===== config.mk =====
export PLATFORM = sky130hd
export DESIGN_NAME = mole_game_core
export DESIGN_NICKNAME = d
export VERILOG_FILES = /design/src/rtl/mole_game_core.sv
export SDC_FILE = /design/constraint.sdc
export NUM_CORES = 1
export LEC_CHECK = 0
export ABC_AREA = 1
export CORE_UTILIZATION = 60
export CTS_CLUSTER_DIAMETER = 30
export DETAILED_ROUTE_END_ITERATION = 10
export PLACE_DENSITY = 0.77
export REMOVE_ABC_BUFFERS = 1
export SLEW_MARGIN = 20
export SYNTH_ARGS = -nofsm -noshare
export SYNTH_HDL_FRONTEND = slang
export SYNTH_SLANG_ARGS = --single-unit

===== constraint.sdc =====
create_clock -name clk -period 2.3 [get_ports clk]
set_input_delay 0.345 -clock clk [delete_from_list [all_inputs] [get_ports clk]]
set_output_delay 0.345 -clock clk [all_outputs]
set_load 0.02 [all_outputs]

===== src/rtl/mole_game_core.sv =====
// mole_game_core: parametrised whack-a-mole game engine.
// Sits between the keypad controller (one-hot key pulses, start level) and the
// LED / 7-segment controller (one-hot lit hole, remaining seconds, score).
// A game runs for GAME_SECONDS one-second ticks. Moles appear after a blank gap
// at a pseudo-random hole and escape after a lifetime that halves per level.
// Optional build macro HIGH_SCORE_EN adds output 'best': the highest final score
// since the last reset.

module mole_game_core #(
   parameter int N_HOLES      = 16,
   parameter int SCORE_W      = 5,
   parameter int TIME_W       = 6,
   parameter int GAME_SECONDS = 60,
   parameter int TICK_DIV     = 50000000,
   parameter int MOLE_CYCLES  = 50000000,
   parameter int GAP_CYCLES   = 5000000,
   parameter int LEVEL_STEP   = 4,
   parameter int MAX_LEVEL    = 3,
   parameter int PENALTY      = 1
) (
   input  logic               clk,
   input  logic               rst,
   input  logic [N_HOLES-1:0] key,
   input  logic               start,
   output logic [N_HOLES-1:0] position,
   output logic [TIME_W-1:0]  cnttime,
   output logic [SCORE_W-1:0] score,
   output logic [1:0]         level,
   output logic               playing,
   output logic               game_over,
   output logic               hit,
   output logic               miss
`ifdef HIGH_SCORE_EN
   ,
   output logic [SCORE_W-1:0] best
`endif
);

   localparam int IDX_W   = (N_HOLES > 1) ? $clog2(N_HOLES) : 1;
   localparam int PRESC_W = (TICK_DIV > 1) ? $clog2(TICK_DIV) : 1;
   localparam int LIFE_W  = $clog2(MOLE_CYCLES + 1);
   localparam int GAP_W   = (GAP_CYCLES > 0) ? $clog2(GAP_CYCLES + 1) : 1;

   localparam logic [TIME_W-1:0]  GAME_T    = TIME_W'(GAME_SECONDS);
   localparam logic [PRESC_W-1:0] PRESC_TOP = PRESC_W'(TICK_DIV - 1);
   localparam logic [LIFE_W-1:0]  MOLE_L    = LIFE_W'(MOLE_CYCLES);
   localparam logic [GAP_W-1:0]   GAP_L     = GAP_W'(GAP_CYCLES);
   localparam logic [SCORE_W-1:0] STEP_S    = SCORE_W'(LEVEL_STEP);
   localparam logic [SCORE_W-1:0] MAXL_S    = SCORE_W'(MAX_LEVEL);
   localparam logic [1:0]         MAXL_2    = 2'(MAX_LEVEL);
   localparam logic [15:0]        N_16      = 16'(N_HOLES);
   localparam logic [IDX_W-1:0]   LAST_IDX  = IDX_W'(N_HOLES - 1);
   localparam logic [15:0]        LFSR_SEED = 16'hACE1;

   typedef enum logic [1:0] {
      S_IDLE = 2'd0,
      S_PLAY = 2'd1,
      S_OVER = 2'd2
   } state_t;

   state_t               state_q, state_d;
   logic [15:0]          lfsr_q, lfsr_d;
   logic                 start_q;
   logic [PRESC_W-1:0]   presc_q, presc_d;
   logic [TIME_W-1:0]    time_q, time_d;
   logic [SCORE_W-1:0]   score_q, score_d;
   logic [1:0]           level_q, level_d;
   logic [N_HOLES-1:0]   pos_q, pos_d;
   logic [GAP_W-1:0]     gap_q, gap_d;
   logic [LIFE_W-1:0]    life_q, life_d;
   logic [IDX_W-1:0]     prev_q, prev_d;
   logic                 prev_vld_q, prev_vld_d;
   logic                 hit_q, hit_d;
   logic                 miss_q, miss_d;
`ifdef HIGH_SCORE_EN
   logic [SCORE_W-1:0]   best_q, best_d;
`endif

   logic                 start_rise;
   logic                 tick;
   logic                 game_end;
   logic                 lfsr_fb;
   logic [IDX_W-1:0]     rnd_idx;
   logic [IDX_W-1:0]     next_idx;
   logic [IDX_W-1:0]     sel_idx;
   logic [N_HOLES-1:0]   spawn_hot;
   logic [SCORE_W-1:0]   score_div;
   logic [1:0]           lvl_calc;
   logic [LIFE_W-1:0]    life_load;

   // Shared decode: start edge, second tick, last tick of the game.
   assign start_rise = start & ~start_q;
   assign tick       = (presc_q == PRESC_TOP);
   assign game_end   = (state_q == S_PLAY) && tick && (time_q <= TIME_W'(1));

   // Fibonacci LFSR taps 16,14,13,11 (bit numbering 1..16 -> 15,13,12,10).
   assign lfsr_fb = lfsr_q[15] ^ lfsr_q[13] ^ lfsr_q[12] ^ lfsr_q[10];

   // Hole choice: LFSR modulo hole count, bumped by one if it repeats the last hole.
   assign rnd_idx  = IDX_W'(lfsr_q % N_16);
   assign next_idx = (rnd_idx == LAST_IDX) ? '0 : rnd_idx + IDX_W'(1);
   assign sel_idx  = (prev_vld_q && (rnd_idx == prev_q)) ? next_idx : rnd_idx;

   generate
      for (genvar gi = 0; gi < N_HOLES; gi++) begin : g_hot
         assign spawn_hot[gi] = (sel_idx == IDX_W'(gi));
      end
   endgenerate

   // Level follows score with one cycle of lag; lifetime uses the current level.
   assign score_div = score_q / STEP_S;
   assign lvl_calc  = (score_div >= MAXL_S) ? MAXL_2 : score_div[1:0];
   assign life_load = MOLE_L >> level_q;

   // State register.
   always_ff @(posedge clk or negedge rst) begin
      if (!rst) begin
         state_q <= S_IDLE;
      end else begin
         state_q <= state_d;
      end
   end

   // Next-state logic: start edge enters play, last second tick ends it.
   always_comb begin
      state_d = state_q;
      case (state_q)
         S_IDLE:  if (start_rise) state_d = S_PLAY;
         S_PLAY:  if (game_end)   state_d = S_OVER;
         S_OVER:  if (start_rise) state_d = S_PLAY;
         default: state_d = S_IDLE;
      endcase
   end

   // State-decoded status outputs.
   always_comb begin
      playing   = (state_q == S_PLAY);
      game_over = (state_q == S_OVER);
   end

   // Game datapath next-state: timer, gap/mole phases, scoring and pulses.
   always_comb begin
      lfsr_d     = {lfsr_q[14:0], lfsr_fb};
      presc_d    = presc_q;
      time_d     = time_q;
      score_d    = score_q;
      level_d    = lvl_calc;
      pos_d      = pos_q;
      gap_d      = gap_q;
      life_d     = life_q;
      prev_d     = prev_q;
      prev_vld_d = prev_vld_q;
      hit_d      = 1'b0;
      miss_d     = 1'b0;
`ifdef HIGH_SCORE_EN
      best_d     = best_q;
`endif
      case (state_q)
         S_IDLE, S_OVER: begin
            pos_d = '0;
            if (state_q == S_OVER) time_d = '0;
            if (start_rise) begin
               presc_d = '0;
               time_d  = GAME_T;
               score_d = '0;
               level_d = '0;
               gap_d   = GAP_L;
            end
         end
         S_PLAY: begin
            if (tick) begin
               presc_d = '0;
               time_d  = time_q - TIME_W'(1);
            end else begin
               presc_d = presc_q + PRESC_W'(1);
            end

            if (pos_q == '0) begin
               // Blank gap: keys are ignored; spawn when the gap runs out.
               if (gap_q <= GAP_W'(1)) begin
                  pos_d      = spawn_hot;
                  life_d     = life_load;
                  prev_d     = sel_idx;
                  prev_vld_d = 1'b1;
               end else begin
                  gap_d = gap_q - GAP_W'(1);
               end
            end else if (key == pos_q) begin
               // Correct hit beats a simultaneous expiry.
               hit_d = 1'b1;
               if (score_q != '1) score_d = score_q + SCORE_W'(1);
               pos_d = '0;
               gap_d = GAP_L;
            end else begin
               if (key != '0) begin
                  miss_d = 1'b1;
                  if ((PENALTY != 0) && (score_q != '0)) score_d = score_q - SCORE_W'(1);
               end
               if (life_q <= LIFE_W'(1)) begin
                  miss_d = 1'b1;
                  pos_d  = '0;
                  gap_d  = GAP_L;
               end else begin
                  life_d = life_q - LIFE_W'(1);
               end
            end

            if (game_end) begin
               // A mole that would spawn on the final edge is never shown,
               // so it must not count as the previous hole either.
               time_d     = '0;
               pos_d      = '0;
               prev_d     = prev_q;
               prev_vld_d = prev_vld_q;
`ifdef HIGH_SCORE_EN
               best_d     = (score_d > best_q) ? score_d : best_q;
`endif
            end
         end
         default: ;
      endcase
   end

   // Datapath registers with asynchronous reset to idle values.
   always_ff @(posedge clk or negedge rst) begin
      if (!rst) begin
         lfsr_q     <= LFSR_SEED;
         start_q    <= 1'b0;
         presc_q    <= '0;
         time_q     <= GAME_T;
         score_q    <= '0;
         level_q    <= '0;
         pos_q      <= '0;
         gap_q      <= GAP_L;
         life_q     <= '0;
         prev_q     <= '0;
         prev_vld_q <= 1'b0;
         hit_q      <= 1'b0;
         miss_q     <= 1'b0;
`ifdef HIGH_SCORE_EN
         best_q     <= '0;
`endif
      end else begin
         lfsr_q     <= lfsr_d;
         start_q    <= start;
         presc_q    <= presc_d;
         time_q     <= time_d;
         score_q    <= score_d;
         level_q    <= level_d;
         pos_q      <= pos_d;
         gap_q      <= gap_d;
         life_q     <= life_d;
         prev_q     <= prev_d;
         prev_vld_q <= prev_vld_d;
         hit_q      <= hit_d;
         miss_q     <= miss_d;
`ifdef HIGH_SCORE_EN
         best_q     <= best_d;
`endif
      end
   end

   assign position = pos_q;
   assign cnttime  = time_q;
   assign score    = score_q;
   assign level    = level_q;
   assign hit      = hit_q;
   assign miss     = miss_q;
`ifdef HIGH_SCORE_EN
   assign best     = best_q;
`endif

endmodule


**Word level (Yosys, flattened, before mapping)**

Index checks and enable logic that the tools add are counted.

- Add/sub/neg operators: 7
- $lt $le $gt $ge: 4
- Eq/ne operators: 37
- Shift operators: 1
- Mux-type cells: 47
- Bitwise operators: 6
- Reductions and logical operators: 18

Operators by type and width:

| cell | count |
|---|---|
| 26-bit two-way mux | 6 |
| 23-bit two-way mux | 5 |
| 16-bit two-way mux | 5 |
| 26-bit case mux with 2 select lines | 1 |
| 23-bit case mux with 2 select lines | 1 |
| 4-bit equality test, second input constant | 9 |
| 16-bit case mux with 2 select lines | 1 |
| 5-bit two-way mux | 6 |
| 26-bit by 1-bit adder with 26-bit output, second input constant | 1 |
| 26-bit equality test, second input constant | 1 |
| 26-bit by 1-bit <= comparator with 1-bit output, second input constant | 1 |
| 26-bit by 2-bit >> shifter with 26-bit output, first input constant | 1 |
| 26-bit by 1-bit subtractor with 26-bit output, second input constant | 1 |
| 6-bit two-way mux | 4 |
| 23-bit by 1-bit <= comparator with 1-bit output, second input constant | 1 |
| 23-bit by 1-bit subtractor with 23-bit output, second input constant | 1 |
| 16-bit equality test | 1 |
| 4-bit by 3-bit equality test with 1-bit output, second input constant | 4 |
| 16-bit zero test | 1 |
| 16-bit nonzero test | 1 |
| 3-bit by 1-bit inequality test with 1-bit output, second input constant | 4 |
| 6-bit case mux with 2 select lines | 1 |
| 4-bit AND reduction | 3 |
| 2-bit two-way mux | 5 |
| 35 further kinds | 55 |

- Register bits after elaboration: 130
- Bits of input ports: 19
- Output and inout port bits: 33
- Word-level logic and storage cells: 134

**Depth between registers and ports, before layout**

Gate-level depths: netlist of run 1.

- Word-level depth: 8
- Depth in mapped cells: 16
- Mapped depth without buffers: 16

**Worst setup path after synthesis of run 1**

No wires, ideal clock.

- Path type: reg-to-reg
- Start point: register pos_q[10], in the netlist position[10]
- End point: register score_q[4], in the netlist score[4]
- Setup time: 117 ps
- Arrival: 1,983 ps
- Data required time: 2,183 ps
- Slack: 201 ps
- Stages on the path, launching flop included: 17
- Buffers on the path: 0
- Cells stage by stage: dfrtp_1 inv_1 nand2_1 nand2_1 nor2_1 nand2_1 nor2_2 nand2_2 fa_1 nand2_1 nand2_1 a21oi_1 nand3_1 nand2_1 nor2_1 nand2_1 nand2_1

- Cells in the longest elaborated chain, start to end: 4
- Elaborated cells between the ends (all ways): 10
- Classes of those cells: 5 x eq/ne; 3 x mux; 2 x reduce/logical

Ends and longest elaborated chain:

| element | RTL line | RTL |
|---|---|---|
| start, declared | 68 | `logic [N_HOLES-1:0] pos_q, pos_d;` |
| start signal, assigned | 250 | `pos_q <= pos_d;` |
| 16-bit equality test | 188 | `end else if (key == pos_q) begin` |
| 5-bit two-way mux | 188 |  |
| 5-bit two-way mux | 178 | `if (pos_q == '0) begin` |
| 5-bit case mux with 2 select lines | 158 | `case (state_q)` |
| end signal, assigned | 248 | `score_q <= score_d;` |
| end, declared | 66 | `logic [SCORE_W-1:0] score_q, score_d;` |

Several ways; a longest one is shown, not always the timed one. The select of a mux whose other input is x is not followed.
A chain may end at the register's enable or synchronous reset.

**Final worst setup path of run 1**

- Start point: register state_q[0]
- End point: output playing

- Cells in the longest elaborated chain, start to end: 1

Ends and longest elaborated chain:

| element | RTL line | RTL |
|---|---|---|
| start, declared | 61 | `state_t state_q, state_d;` |
| start signal, assigned | 120 | `state_q <= state_d;` |
| 2-bit by 1-bit equality test with 1-bit output | 137 | `playing = (state_q == S_PLAY);` |
| end, declared | 29 | `output logic playing,` |

Every way passes these cells.

==> results of run 1 <==
-- power breakdown --
group	internal (mW)	switching, mW	total [mW]
combinational	1.93	3.03	4.96
sequential	3.03	0.775	3.80
clock	1.49	1.08	2.57
-- critical path, stage by stage (launching register included) --
cell and delay [ps]:
dfrtp_1 390, inv_1 80, nor2_2 240, clkdlybuf4s50_1 660
-- worst paths after layout --
path,from,to,slack (ps),cells after the start
max,state_q[0]$_DFFE_PN0P_,playing,160,3
min,lfsr_q[9]$_DFF_PN0_,lfsr_q[10]$_DFF_PN1_,360,0
min in group asynchronous,rst,gap_q[13]$_DFFE_PN0P_,470,2
max in group asynchronous,rst,lfsr_q[5]$_DFF_PN1_,1140,3
max reg2reg,position[13]$_DFFE_PN0P_,score[4]$_DFFE_PN0P_,220,16
min reg2reg,lfsr_q[9]$_DFF_PN0_,lfsr_q[10]$_DFF_PN1_,360,0
-- routing by layer --
layer	GRT usage	vias up	part of all wire
li1	-	3807	-
met1	0.3850	3547	0.46
met2	0.4832	160	0.48
met3	0.06708	22	0.046
met4	0.09177	0	0.011
met5	0	-	0
-- logic make-up after synthesis --
| kind of cell | after synthesis |
|---|---|
| simple gates | 666 |
| buf+inv | 159 |
| compound gates | 141 |
| flops | 130 |
| xor+xnor | 33 |
| fa+ha+maj | 12 |
-- state kept, by name, summed over array words and instances (netlist names) --
name,count
prev_vld_q,1
miss,1
lfsr_q,16
presc_q,26
life_q,26
cnttime,6
position,16
prev_q,4
score,5
gap_q,23
level,2
state_q,2
hit,1
start_q,1
-- per-stage QoR --
step / area [sq um] / util / hold slack, ps / setup TNS, ps
finish: 9634 / 0.7275 / 355.3 / 0
detailed placement: 9041 / 0.6827 / 337.9 / -1625
CTS: 9615 / 0.7261 / 357.7 / 0
global placement: 9041 / 0.6827 / 333.9 / -340.8
global route: 9634 / 0.7275 / 359.3 / -9.112
floorplan: 8016 / - / 49.41 / -11420
-- Yosys cell counts, types with 9 or more instances --
library cell | count | share of area
nor3_1 | 18 | 0.011
dfstp_2 | 20 | 0.064
dfrtp_1 | 110 | 0.34
nand2_2 | 12 | 0.0092
nand3_1 | 61 | 0.037
o21ai_1 | 25 | 0.015
nor2_2 | 15 | 0.011
a21oi_1 | 19 | 0.012
nand4_1 | 23 | 0.018
o22ai_1 | 12 | 0.0092
o21ai_2 | 13 | 0.014
nor2_1 | 150 | 0.069
o21ai_0 | 52 | 0.032
inv_2 | 9 | 0.0041
nor4_1 | 9 | 0.0069
ha_1 | 11 | 0.017
nand2_1 | 349 | 0.16
inv_1 | 126 | 0.058
xor2_1 | 26 | 0.028
-- repair_timing --
item,CTS,global route
hold buffers,1,0
setup buffers,0,1
endpoints found under the hold margin,48,0
gates resized for setup,0,4
setup endpoints to repair,0,14
-- area by class of cell --
| cell class | instances | area share |
|---|---|---|
| well taps | 176 | 0.02286 |
| clock inverters | 15 | 0.01442 |
| inverters | 136 | 0.05299 |
| multi-input cells | 852 | 0.4399 |
| flip-flops and latches | 130 | 0.3404 |
| clock buffers | 17 | 0.04416 |
| repair buffers | 82 | 0.08532 |
==> metrics.txt, run 1 <==
Worst Tran Pin Value=564.1 ps; DRC violations left=0; main combinational cell family by area after synthesis=simple AND/OR/NAND/NOR gates; Pleak=4.582 nW; gr usage total=0.2940; initial antenna violation count=0; die width=118.7 um; fraction of registers with async set/reset=1.000; Setup-failing EPs final=0; sequential standard cell area=0.003279 sq mm; register bit total from synthesis=130; adder-cell share of the synthesized area=0.01928; remaining global-route overflow=0; worst skew pair latency=430 ps; WS Path Type=reg -> out; Root Buffer=clkbuf_16; dpl hpwl=13.98 mm; dpl cells=1374; DIE AREA=0.01410 sq mm; final setup margin=159.1 ps; Tot Pwr=11.33 mW; count of pins over their slew limit=0; crit path time final=2141 ps; Num CTS Buffers=17; Iteration-0 DRC Markers=479; antenna cells=0; pin count of the biggest net entering global routing=59; HP Class=reg -> reg; drt total wl=19.35 mm; status=complete, no violations; Mapped Area=0.008175 sq mm; CP arrival=1800 ps; Post-Synthesis Cells=1141; Synth Area in XOR/XNOR=0.03535; compound-cell area share of the yosys netlist=0.1047; Crit Path Max Fanout=5; Syn Area/Cell=7.165 sq um; port bufs=51; P&R area growth vs syn=17.85%; final cycle utilization of the critical path=0.9308; number of top-level pins=52; startpoint types=flop; clk slew on worst S/H paths=60 ps; critical path data required time=1960 ps; layout cells sized above 1=0.1323; maximum clock insertion buffer count=2; ys flop type=dfrtp_1; pre-CTS setup slack=-214.0 ps; Post-DRT Antenna Nets=0; post-synthesis mux area share=0; DR vias=7536; wire per inst=13.74 um; synth warn=0; number of synthesized flops with an enable pin=0; power density over cell area=1176 mW/mm^2; simple-gate portion of the synthesized area=0.3578; Max Cap Violations=0; Fin. Hold Viols=0; number of global-route vias before repair=7159; H-tree levels=4; fill count=1075; multi-input logic area=0.004238 sq mm; sequential fraction of the synthesis area=0.4010; Max Freq=467.1 MHz; drt via density=5.352; Peak VDD IR=0.0007888 V; placer congestion estimate=0.8894; Crit. End Element=output port; Initial Util=0.6173; Cell variety after synth=51; Site Rows=42; TritonCTS Sinks=130; CTS tree=done; DIE HEIGHT=118.7 um; slew margin rel.=0.6240; first-pass GRT wire length=33.26 mm; most frequent cells in the layout=348 x nand2_1, 149 x nor2_1, 126 x inv_1, 109 x dfrtp_1, 61 x nand3_1; total core area=0.01324 sq mm; skew final=11.66 ps; Post-Layout Cell Count=1408; Nets=1250; DRT Pass-1 Iters=5; commonest non-fill, non-tap cell in the layout=nand2_1
Power figures use the tool's default switching activity.
==> run 2: changes to the inputs <==
--- a/config.mk
+++ b/config.mk
@@ -6,11 +6,13 @@
 export NUM_CORES = 1
 export LEC_CHECK = 0
 export ABC_AREA = 1
-export CORE_UTILIZATION = 60
+export CORE_UTILIZATION = 65
 export CTS_CLUSTER_DIAMETER = 30
 export DETAILED_ROUTE_END_ITERATION = 10
+export DONT_BUFFER_PORTS = 1
 export PLACE_DENSITY = 0.77
 export REMOVE_ABC_BUFFERS = 1
+export SKIP_LAST_GASP = 1
 export SLEW_MARGIN = 20
 export SYNTH_ARGS = -nofsm -noshare
 export SYNTH_HDL_FRONTEND = slang
==> run 2 against run 1 <==
Compared with the run above:
- the run now ends with hold timing left
- design area decreased by 6.0%
- critical path depth grew 5
- sequential cell count unchanged
- count of clock-buffer cells in the layout grew 3
- routed wire length is 2.2% lower
- sequential power grew 4%
- first-iteration DRC count up 24%
- non-clock buffer count shrank 52
- worst hold slack lost 730 ps
==> metrics.txt, run 2 (same netlist as run 1, synthesis figures left out) <==
clk slew on worst S/H paths=60 ps (about the same); DR vias=7291 (-3.3%); Peak VDD IR=0.0009171 V (+16%); reg2reg path depth=8 (-8); DIE HEIGHT=114.2 um (-3.9%); drt total wl=18.93 mm (-2.2%); critical path data required time=2660 ps (+700 ps); Worst Hold Slack=-377.6 ps (-732.9 ps); power density over cell area=1199 mW/mm^2 (+1.9%); flop-to-flop setup slack=130 ps (-90 ps); number of top-level pins=52 (unchanged); H-tree levels=4 (unchanged); DRC violations left=0 (unchanged); RR Startpoint=cnttime[0]$_DFFE_PN0P_; setup_tns=0 ps (unchanged); cts hold-fix bufs=1 (unchanged); most frequent cells in the layout=349 x nand2_1, 150 x nor2_1, 126 x inv_1, 109 x dfrtp_1, 61 x nand3_1; DIE AREA=0.01303 sq mm (-7.6%); total core area=0.01211 sq mm (-8.5%); DRT Pass-1 Iters=7 (+2); die width=114.2 um (-3.9%); final setup margin=126.1 ps (-33.00 ps); pin count of the biggest net entering global routing=131 (+120%); Fin. Hold Viols=130 (+130); startpoint types=flop; Iteration-0 DRC Markers=595 (+24%); CP arrival=2530 ps (+730 ps); crit path time final=2174 ps (+33.00 ps); Num CTS Buffers=17 (unchanged); dpl hpwl=12.93 mm (-7.5%); Max Cap Violations=0 (unchanged); Max Freq=460.0 MHz (-1.5%); TritonCTS Sinks=130 (unchanged); slew margin rel.=0.6828 (+0.05884); Post-Layout Cell Count=1348 (-4.3%); Nets=1198 (-4.2%); wire per inst=14.04 um (+2.2%); dpl cell area=0.008444 sq mm (-6.6%); initial antenna violation count=0 (unchanged); pre-CTS setup slack=158.6 ps (+372.6 ps); sequential standard cell area=0.003279 sq mm (unchanged); RSZ-0062 raised after global routing=no; worst skew pair latency=420 ps (about the same); first-pass GRT wire length=31.59 mm (-5.0%); Site Rows=40 (-4.8%); multi-input logic area=0.004237 sq mm (about the same); Worst Tran Pin Value=475.4 ps (-88.69 ps); dpl cells=1315 (-4.3%); Setup-failing EPs final=0 (unchanged); failing checks=hold timing; gr usage total=0.3084 (+0.01441); HP Class=in -> async; CTS tree=done; placer congestion estimate=0.9197 (+3.4%); fill count=967 (-10%); Root Buffer=clkbuf_16; Initial Util=0.6750 (+0.05765); post-route cell area=0.009055 sq mm (-6.0%); status=complete, but fails checks; count of pins over their slew limit=0 (unchanged); reg2reg end=position[14]$_DFFE_PN0P_; Largest regs=life_q x26, presc_q x26, gap_q x23; number of global-route vias before repair=6641 (-7.2%); Post-DRT Antenna Nets=0 (unchanged); number of setup buffers added after CTS=0 (unchanged); drt via density=5.409 (+1.1%); P&R area growth vs syn=10.76%; Crit Path Max Fanout=10 (+5); Pleak=4.391 nW (-4.2%); layout cells sized above 1=0.1347 (+0.002441); maximum clock insertion buffer count=2 (unchanged); port bufs=0 (-100%); remaining global-route overflow=0 (unchanged); final cycle utilization of the critical path=0.9452 (+0.01435); WS Path Type=reg -> reg; commonest non-fill, non-tap cell in the layout=nand2_1; antenna cells=0 (unchanged); Crit. End Element=flop; skew final=10.33 ps (-1.331 ps)
## run 2: changes by cell type in the layout (fill, tap and decap cells not counted), moves of 2 or more
cell,change
buf_12,-6
clkinvlp_4,-3
buf_4,+5
clkdlybuf4s50_1,-50
clkbuf_8,+2
## run 2: layout make-up
class / instances / share of cell area
Timing Repair Buffer: 30 / 0.02515
Clock inverter: 12 / 0.01479
Inverter: 136 / 0.05638
Clock buffer: 20 / 0.05044
Tap cell: 168 / 0.02321
Multi-Input combinational cell: 852 / 0.4679
Sequential cell: 130 / 0.3622
## run 2: per-layer routing
metal | up-vias | share of wire | global-route usage
li1 | 3709 | - | -
met1 | 3390 | 0.45 | 0.4004
met2 | 159 | 0.48 | 0.5071
met3 | 33 | 0.043 | 0.07041
met4 | 0 | 0.021 | 0.1117
met5 | - | 0 | 0
## run 2: worst max-delay path, stage by stage (launching register included)
cell and delay (ps):
dfrtp_1 480, inv_1 130, ha_1 260, o211a_1 280
a21oi_4 340, nand4_1 270, nor2_1 190, nand2_1 80
nand2_1 80
## run 2: where the power goes
part,total (mW),internal (mW),switching [mW],leakage (nW)
clock network,2.66,1.65,1.01,0.286
logic,4.22,1.49,2.72,2.45
registers,3.97,3.03,0.941,1.66
total,10.9,6.18,4.68,4.39
## run 2: what timing repair did
action                                  CTS  global route
resized for setup                         0             4
endpoints found under the setup margin    0            19
hold endpoints to repair                131           130
## run 2: how the worst max path moves through the flow
stage                                        start                        to  slack (ps)  cells after the start
final                       cnttime[0]$_DFFE_PN0P_  position[14]$_DFFE_PN0P_         130                      8
after global placement    position[12]$_DFFE_PN0P_      score[4]$_DFFE_PN0P_         230                     16
after CTS                 position[12]$_DFFE_PN0P_      score[4]$_DFFE_PN0P_         150                     16
after floorplan             state_q[1]$_DFFE_PN0P_      gap_q[0]$_DFFE_PN0P_        -280                      7
after detailed placement  position[12]$_DFFE_PN0P_      score[4]$_DFFE_PN0P_         160                     16
after global routing      position[12]$_DFFE_PN0P_      score[4]$_DFFE_PN0P_           8                     16
## run 2: stage by stage
step                        util  total power, mW
after floorplan                -            7.030
after global placement    0.6972            7.998
after detailed placement  0.6972            8.102
after CTS                 0.7468            10.84
after global routing      0.7476            11.67
final                     0.7476            10.85
==> run 3: changes to the inputs <==
--- a/config.mk
+++ b/config.mk
@@ -6,12 +6,10 @@
 export NUM_CORES = 1
 export LEC_CHECK = 0
 export ABC_AREA = 1
-export CORE_UTILIZATION = 65
+export CORE_UTILIZATION = 60
 export CTS_CLUSTER_DIAMETER = 30
 export DETAILED_ROUTE_END_ITERATION = 10
-export DONT_BUFFER_PORTS = 1
 export PLACE_DENSITY = 0.77
-export REMOVE_ABC_BUFFERS = 1
 export SKIP_LAST_GASP = 1
 export SLEW_MARGIN = 20
 export SYNTH_ARGS = -nofsm -noshare
==> run 3 against run 2 <==
Compared with the run above:
- the run now ends clean
- worst setup slack lost 9.8 ps
- global-route usage shrank 0.77 points
- count of clock-buffer cells in the layout grew 3
- fmax shrank 0.45%
- design area grew 7.2%
- sequential cell count is the same
- clock power grew 6%
- first-iteration DRC count shrank 0.67%
- via count grew 4.4%
- non-clock buffer count grew 54
- largest power group unchanged
==> metrics.txt, run 3 (same netlist as run 1, synthesis figures left out) <==
hold path depth=0; layout cells sized above 1=0.1321 (-0.002655); gr usage total=0.3007 (-0.007698); Num CTS Buffers=17 (unchanged); remaining global-route overflow=0 (unchanged); DR vias=7613 (+4.4%); Pleak=4.621 nW (+5.3%); DRT Pass-1 Iters=5 (-2); clk slew on worst S/H paths=60 ps (about the same); DRC violations left=0 (unchanged); number of top-level pins=52 (unchanged); commonest non-fill, non-tap cell in the layout=nand2_1; maximum clock insertion buffer count=2 (unchanged); antenna cells=0 (unchanged); Setup-failing EPs final=0 (unchanged); Max Freq=457.9 MHz (-0.45%); post-route cell area=0.009704 sq mm (+7.2%); power density over cell area=1194 mW/mm^2 (-0.35%); Crit. End Element=flop; startpoint types=flop; Fin. Hold Viols=0 (-100%); DIE AREA=0.01410 sq mm (+8.2%); slew margin rel.=0.6015 (-0.08132); min-delay src=lfsr_q[6]$_DFF_PN1_; DIE HEIGHT=118.7 um (+4.0%); Post-Route Utilization=0.7328 (-0.01482); P&R area growth vs syn=18.70%; die width=118.7 um (+4.0%); first-pass GRT wire length=33.78 mm (+6.9%); total core area=0.01324 sq mm (+9.3%); status=complete, no violations; port bufs=51 (+51); worst skew pair latency=430 ps (about the same); number of setup buffers added after CTS=0 (unchanged); Max Cap Violations=0 (unchanged); dpl hpwl=14.08 mm (+8.9%); sequential standard cell area=0.003281 sq mm (about the same); Site Rows=42 (+5.0%); Largest regs=life_q x26, presc_q x26, gap_q x23; skew final=9.530 ps (-0.7960 ps); multi-input logic area=0.004234 sq mm (about the same); Root Buffer=clkbuf_16; CTS tree=done; slowest cell delay on critical path=430 ps (-50 ps); Endpoint, Worst Hold=lfsr_q[7]$_DFF_PN1_; Iteration-0 DRC Markers=591 (-0.67%); Initial Util=0.6173 (-0.05765); dpl cell area=0.009076 sq mm (+7.5%); H-tree levels=4 (unchanged); RR Startpoint=position[5]$_DFFE_PN0P_; critical path data required time=2610 ps (-50 ps); Slowest-stage cell, CP=dfrtp_1; Peak VDD IR=0.0007764 V (-15%); drt via density=5.399 (-0.17%); TritonCTS Sinks=130 (unchanged); crit path time final=2184 ps (+9.780 ps); Syn Nets=1172; drt total wl=19.93 mm (+5.3%); Worst Tran Pin Value=597.8 ps (+122.4 ps); final cycle utilization of the critical path=0.9494 (+0.004252); most frequent cells in the layout=348 x nand2_1, 150 x nor2_1, 126 x inv_1, 108 x dfrtp_1, 61 x nand3_1; WS Path Type=reg -> reg; placer congestion estimate=0.8861 (-3.7%); Crit Path Max Fanout=4 (-6); Post-DRT Antenna Nets=0 (unchanged); RSZ-0062 raised after global routing=yes; Critical Path Most Common Cell=nand2_1; flop-to-flop setup slack=120 ps (about the same); pin count of the biggest net entering global routing=61 (-53%); number of global-route vias before repair=7162 (+7.8%); critical path cell sequence=inv_1 > nand2_1 > nand2_1 > nor2_1 > nand2_1 > nor2_2 > nand2_2 > fa_1 > nand2_1 > nand2_1 > a21oi_2 > nand3_1 > nand2_1 > nor2_1 > nand2_1 > nand2_1; HP Class=reg -> reg; reg2reg path depth=16 (+8); wire per inst=14.13 um (+0.67%); CP arrival=2490 ps (-40 ps); count of pins over their slew limit=0 (unchanged); fill count=1102 (+14%); Nets=1252 (+4.5%); initial antenna violation count=0 (unchanged); reg2reg end=score[4]$_DFFE_PN0P_
[run 3: cell types whose count changed in the layout (fill, tap and decap cells not counted), sizes merged]
cell,previous run,this run
buf,29,33
bufinv,2,3
clkbuf,20,23
clkdlybuf4s50,0,50
clkinv,9,4
clkinvlp,2,3
[run 3: worst max path at each step]
stage	start	endpoint
2_1_floorplan	position[10]$_DFFE_PN0P_	score[4]$_DFFE_PN0P_
3_3_place_gp	key[10]	score[4]$_DFFE_PN0P_
3_5_place_dp	key[7]	score[4]$_DFFE_PN0P_
4_1_cts	position[10]$_DFFE_PN0P_	position[9]$_DFFE_PN0P_
5_1_grt	position[11]$_DFFE_PN0P_	score[4]$_DFFE_PN0P_
6_report	position[5]$_DFFE_PN0P_	score[4]$_DFFE_PN0P_
[run 3: repair_timing]
item / CTS / global route
hold buffers: 1 / 0
gates resized for setup: 0 / 4
hold endpoints to repair: 48 / 0
endpoints found under the setup margin: 0 / 33
[run 3: per-layer routing]
metal  vias to the layer above  track usage  share of wire
met3                        39      0.05936          0.053
met5                         -            0              0
met2                       202       0.4861           0.47
met4                         0       0.1226          0.025
li1                       3814            -              -
met1                      3558       0.3953           0.46
[run 3: worst max-delay path: cells and delay by family, from the launching register on]
family                   cells  cell delay, ps
adder cells (fa/ha/maj)      1             400
AND/OR/NAND/NOR             13             970
flip-flops                   1             430
buffers and inverters        1              80
AO/OA/AOI/OAI                1             170
[run 3: layout make-up]
type                       instances  share of cell area
clock buffer                      23             0.04925
inverter                         136             0.05260
timing repair buffer              84             0.08755
multi-input combinational        852              0.4363
sequential                       130              0.3381
tap                              176             0.02269
clock inverter                     9             0.01354
[run 3: power by group]
part           internal (mW)  switching, mW
logic                   1.93           3.04
registers               3.03          0.776
clock network           1.79           1.03
[run 3: metrics by stage]
step	worst slack [ps]	setup TNS (ps)	hold slack, ps	instances	power [mW]
2_1_floorplan	200.5	0	49.41	1141	7.252
3_3_place_gp	-163.5	-735.9	332.1	1377	8.574
3_5_place_dp	-248.6	-2414	339.9	1377	8.693
4_1_cts	77.99	0	355.8	1410	11.57
5_1_grt	-79.49	-79.49	353.2	1410	12.42
6_report	116.3	0	352.1	1410	11.59
==> RTL edit (config.mk and constraints of run 1) <==
The parameter `MOLE_CYCLES` goes from 50000000 to 12500000.
--- a/src/rtl/mole_game_core.sv
+++ b/src/rtl/mole_game_core.sv
@@ -13,5 +13,5 @@
    parameter int GAME_SECONDS = 60,
    parameter int TICK_DIV     = 50000000,
-   parameter int MOLE_CYCLES  = 50000000,
+   parameter int MOLE_CYCLES  = 12500000,
    parameter int GAP_CYCLES   = 5000000,
    parameter int LEVEL_STEP   = 4,
Check against the original RTL: no difference found for any inputs over 10 cycles, from zero or initial values and one cycle with rst low; that may be too few to reach the edited logic, so the function may still have changed.
==> RTL edit against run 1 <==
Combinational power shrank 3%; total power grew 1.1%; synthesized cell count shrank 3.1%; sequential share of layout area shrank 0.36 points; sequential cell count shrank 2; register-to-register slack lost 80 ps; area after synthesis shrank 2.9%; worst setup slack lost 22 ps; core utilization grew 2.3 points; cell area shrank 0.48%; non-clock buffer count grew 13; wire length grew 0.50%; maximum frequency shrank 1.0%.
==> RTL edit: results (changes against run 1) <==
- Leakage power: 4.49 nW (-2.0%)
- Routed length per instance: 14.1 um (+2.5%)
- Pre-CTS setup slack: -248 ps (-34.5 ps)
- Total Routing Usage GR: 30.3% (+0.87 points)
- Post-synth EDFFs: 0 (unchanged)
- Gpl congestion: 0.910 (+2.3%)
- Synth top cells by count: nand2_1, nor2_1, inv_1
- Initial DRT Pass Iterations: 5 (unchanged)
- Largest net degree at the start of global routing: 50 (-15%)
- H-tree depth: 4 (unchanged)
- Yosys warns: 0 (unchanged)
- Ant. Diodes: 0 (unchanged)
- CTS clk-pin slew, worst paths: 60 ps (about the same)
- CP peak stage delay: 410 ps (-250 ps)
- Initial antenna violation count: 0 (unchanged)
- Layout fillers: 984 (-8.5%)
- Worst Skew: 7.08 ps (-4.58 ps)
- Asr flop ratio synth: 100% (unchanged)
- Clock latency on the worst-skew pair: 420 ps
- First-pass GRT wire length: 31.7 mm (-4.7%)
- CP Capture Point: score[3]
- CTS root buf: clkbuf_16
- Worst-case clock buffer depth: 2 (unchanged)
- DR vias: 7439 (-1.3%)
- Sw Ratio: 40.7% (-2.4 points)
- Worst Reg2Reg Path Length in Cells: 16 (unchanged)
- Status: completed
- Crit. Startpoint: position[7]
- Crit path max-delay family: simple AND/OR/NAND/NOR gates
- Period Utilization, post-route: 94.0% (+0.96 points)
- Initial DRC Count: 574 (+20%)
- CTS Buf Count: 17 (unchanged)
- Worst Path Arrival: 2480 ps (+680 ps)
- Post-DP HPWL: 13.9 mm (-0.71%)
- Relative slew margins: 65.4% (+3.0 points)
- Port buffer count: 51 (unchanged)
- Top post-synthesis cells by area: dfrtp_1, nand2_1, nor2_1
- Worst min path class: flip-flop to flip-flop
- Distinct cells, synth: 42 (-18%)
- Number of nets in the layout: 1226 (-1.9%)
- Largest registers: presc_q: 26 flops, life_q: 24 flops, gap_q: 23 flops
- Post-synthesis sequential area ratio: 40.7% (+0.57 points)
- Reg2Reg Setup Slack: 140 ps (-80 ps)
- Share of layout cells above drive strength 1: 14.8% (+1.6 points)
- Peak supply drop: 0.710 mV (-10%)
- Crit-path slowest cell: dfrtp_1
- Setup Buffers After CTS: 0 (unchanged)
- Crit Path Max Fanout: 8 (+3)
- Vias in the first global route: 6796 (-5.1%)
RTL edit: cell types whose count changed after synthesis, sizes merged, moves of 3 or more:
cell / change
a21oi: +4
nand2: -24
clkbuf: +3
xor2: +3
inv: -5
o31ai: +3
o21ai: +5
and2: +3
nand3: -13
nor2: -6
RTL edit: power groups by stage:
| stage | clock, mW | combinational (mW) | sequential (mW) |
|---|---|---|---|
| floorplan | 0 | 3.07 | 3.54 |
| global placement | 0 | 4.60 | 3.54 |
| detailed placement | 0 | 4.71 | 3.54 |
| CTS | 3.12 | 4.80 | 3.53 |
| global route | 3.22 | 5.40 | 3.63 |
| finish | 3.08 | 4.83 | 3.54 |
RTL edit: cell families after synthesis:
logic type	count (synthesis)	share of synthesized area, %
fa+ha+maj	12	1.99
flops	128	40.7
simple gates	626	33.8
compound gates	149	11.4
buf+inv	156	8.32
xor+xnor	35	3.86
RTL edit: cell type report:
type	count	area, sq um	area share, %
Multi-Input combinational cell	822	4070	42.4
Sequential cell	128	3230	33.7
Timing Repair Buffer	95	907	9.46
Inverter	131	494	5.15
Clock buffer	19	443	4.62
Clock inverter	13	234	2.44
Tap cell	172	215	2.24
RTL edit: stage by stage:
step           instances  cell area, sq um
2_1_floorplan       1081              7770
3_5_place_dp        1347              8880
6_report            1380              9590
3_3_place_gp        1347              8880
5_1_grt             1380              9590
4_1_cts             1380              9570
RTL edit: repair_timing:
| item | CTS | global route |
|---|---|---|
| setup endpoints to repair | 0 | 16 |
| hold buffers | 1 | 0 |
| resized for setup | 0 | 7 |
| hold endpoints to repair | 40 | 0 |
RTL edit: worst min-delay path by stage:
| stage | start | end | slack, ps | cells after the start |
|---|---|---|---|---|
| floorplan | rst | cnttime[0] | 50 | 0 |
| global placement | rst | gap_q[10] | 310 | 1 |
| detailed placement | rst | gap_q[10] | 310 | 1 |
| CTS | lfsr_q[5] | lfsr_q[6] | 360 | 0 |
| global route | lfsr_q[5] | lfsr_q[6] | 360 | 0 |
| finish | lfsr_q[5] | lfsr_q[6] | 350 | 0 |
RTL edit: routing by layer:
layer  vias up  share of wire, %  global-route usage, %
met1      3480                45                   39.7
met4         0               2.0                   10.5
met3        43               4.6                   6.33
met2       197                48                   50.0
li1       3719                 -                      -
met5         -                 0                      0
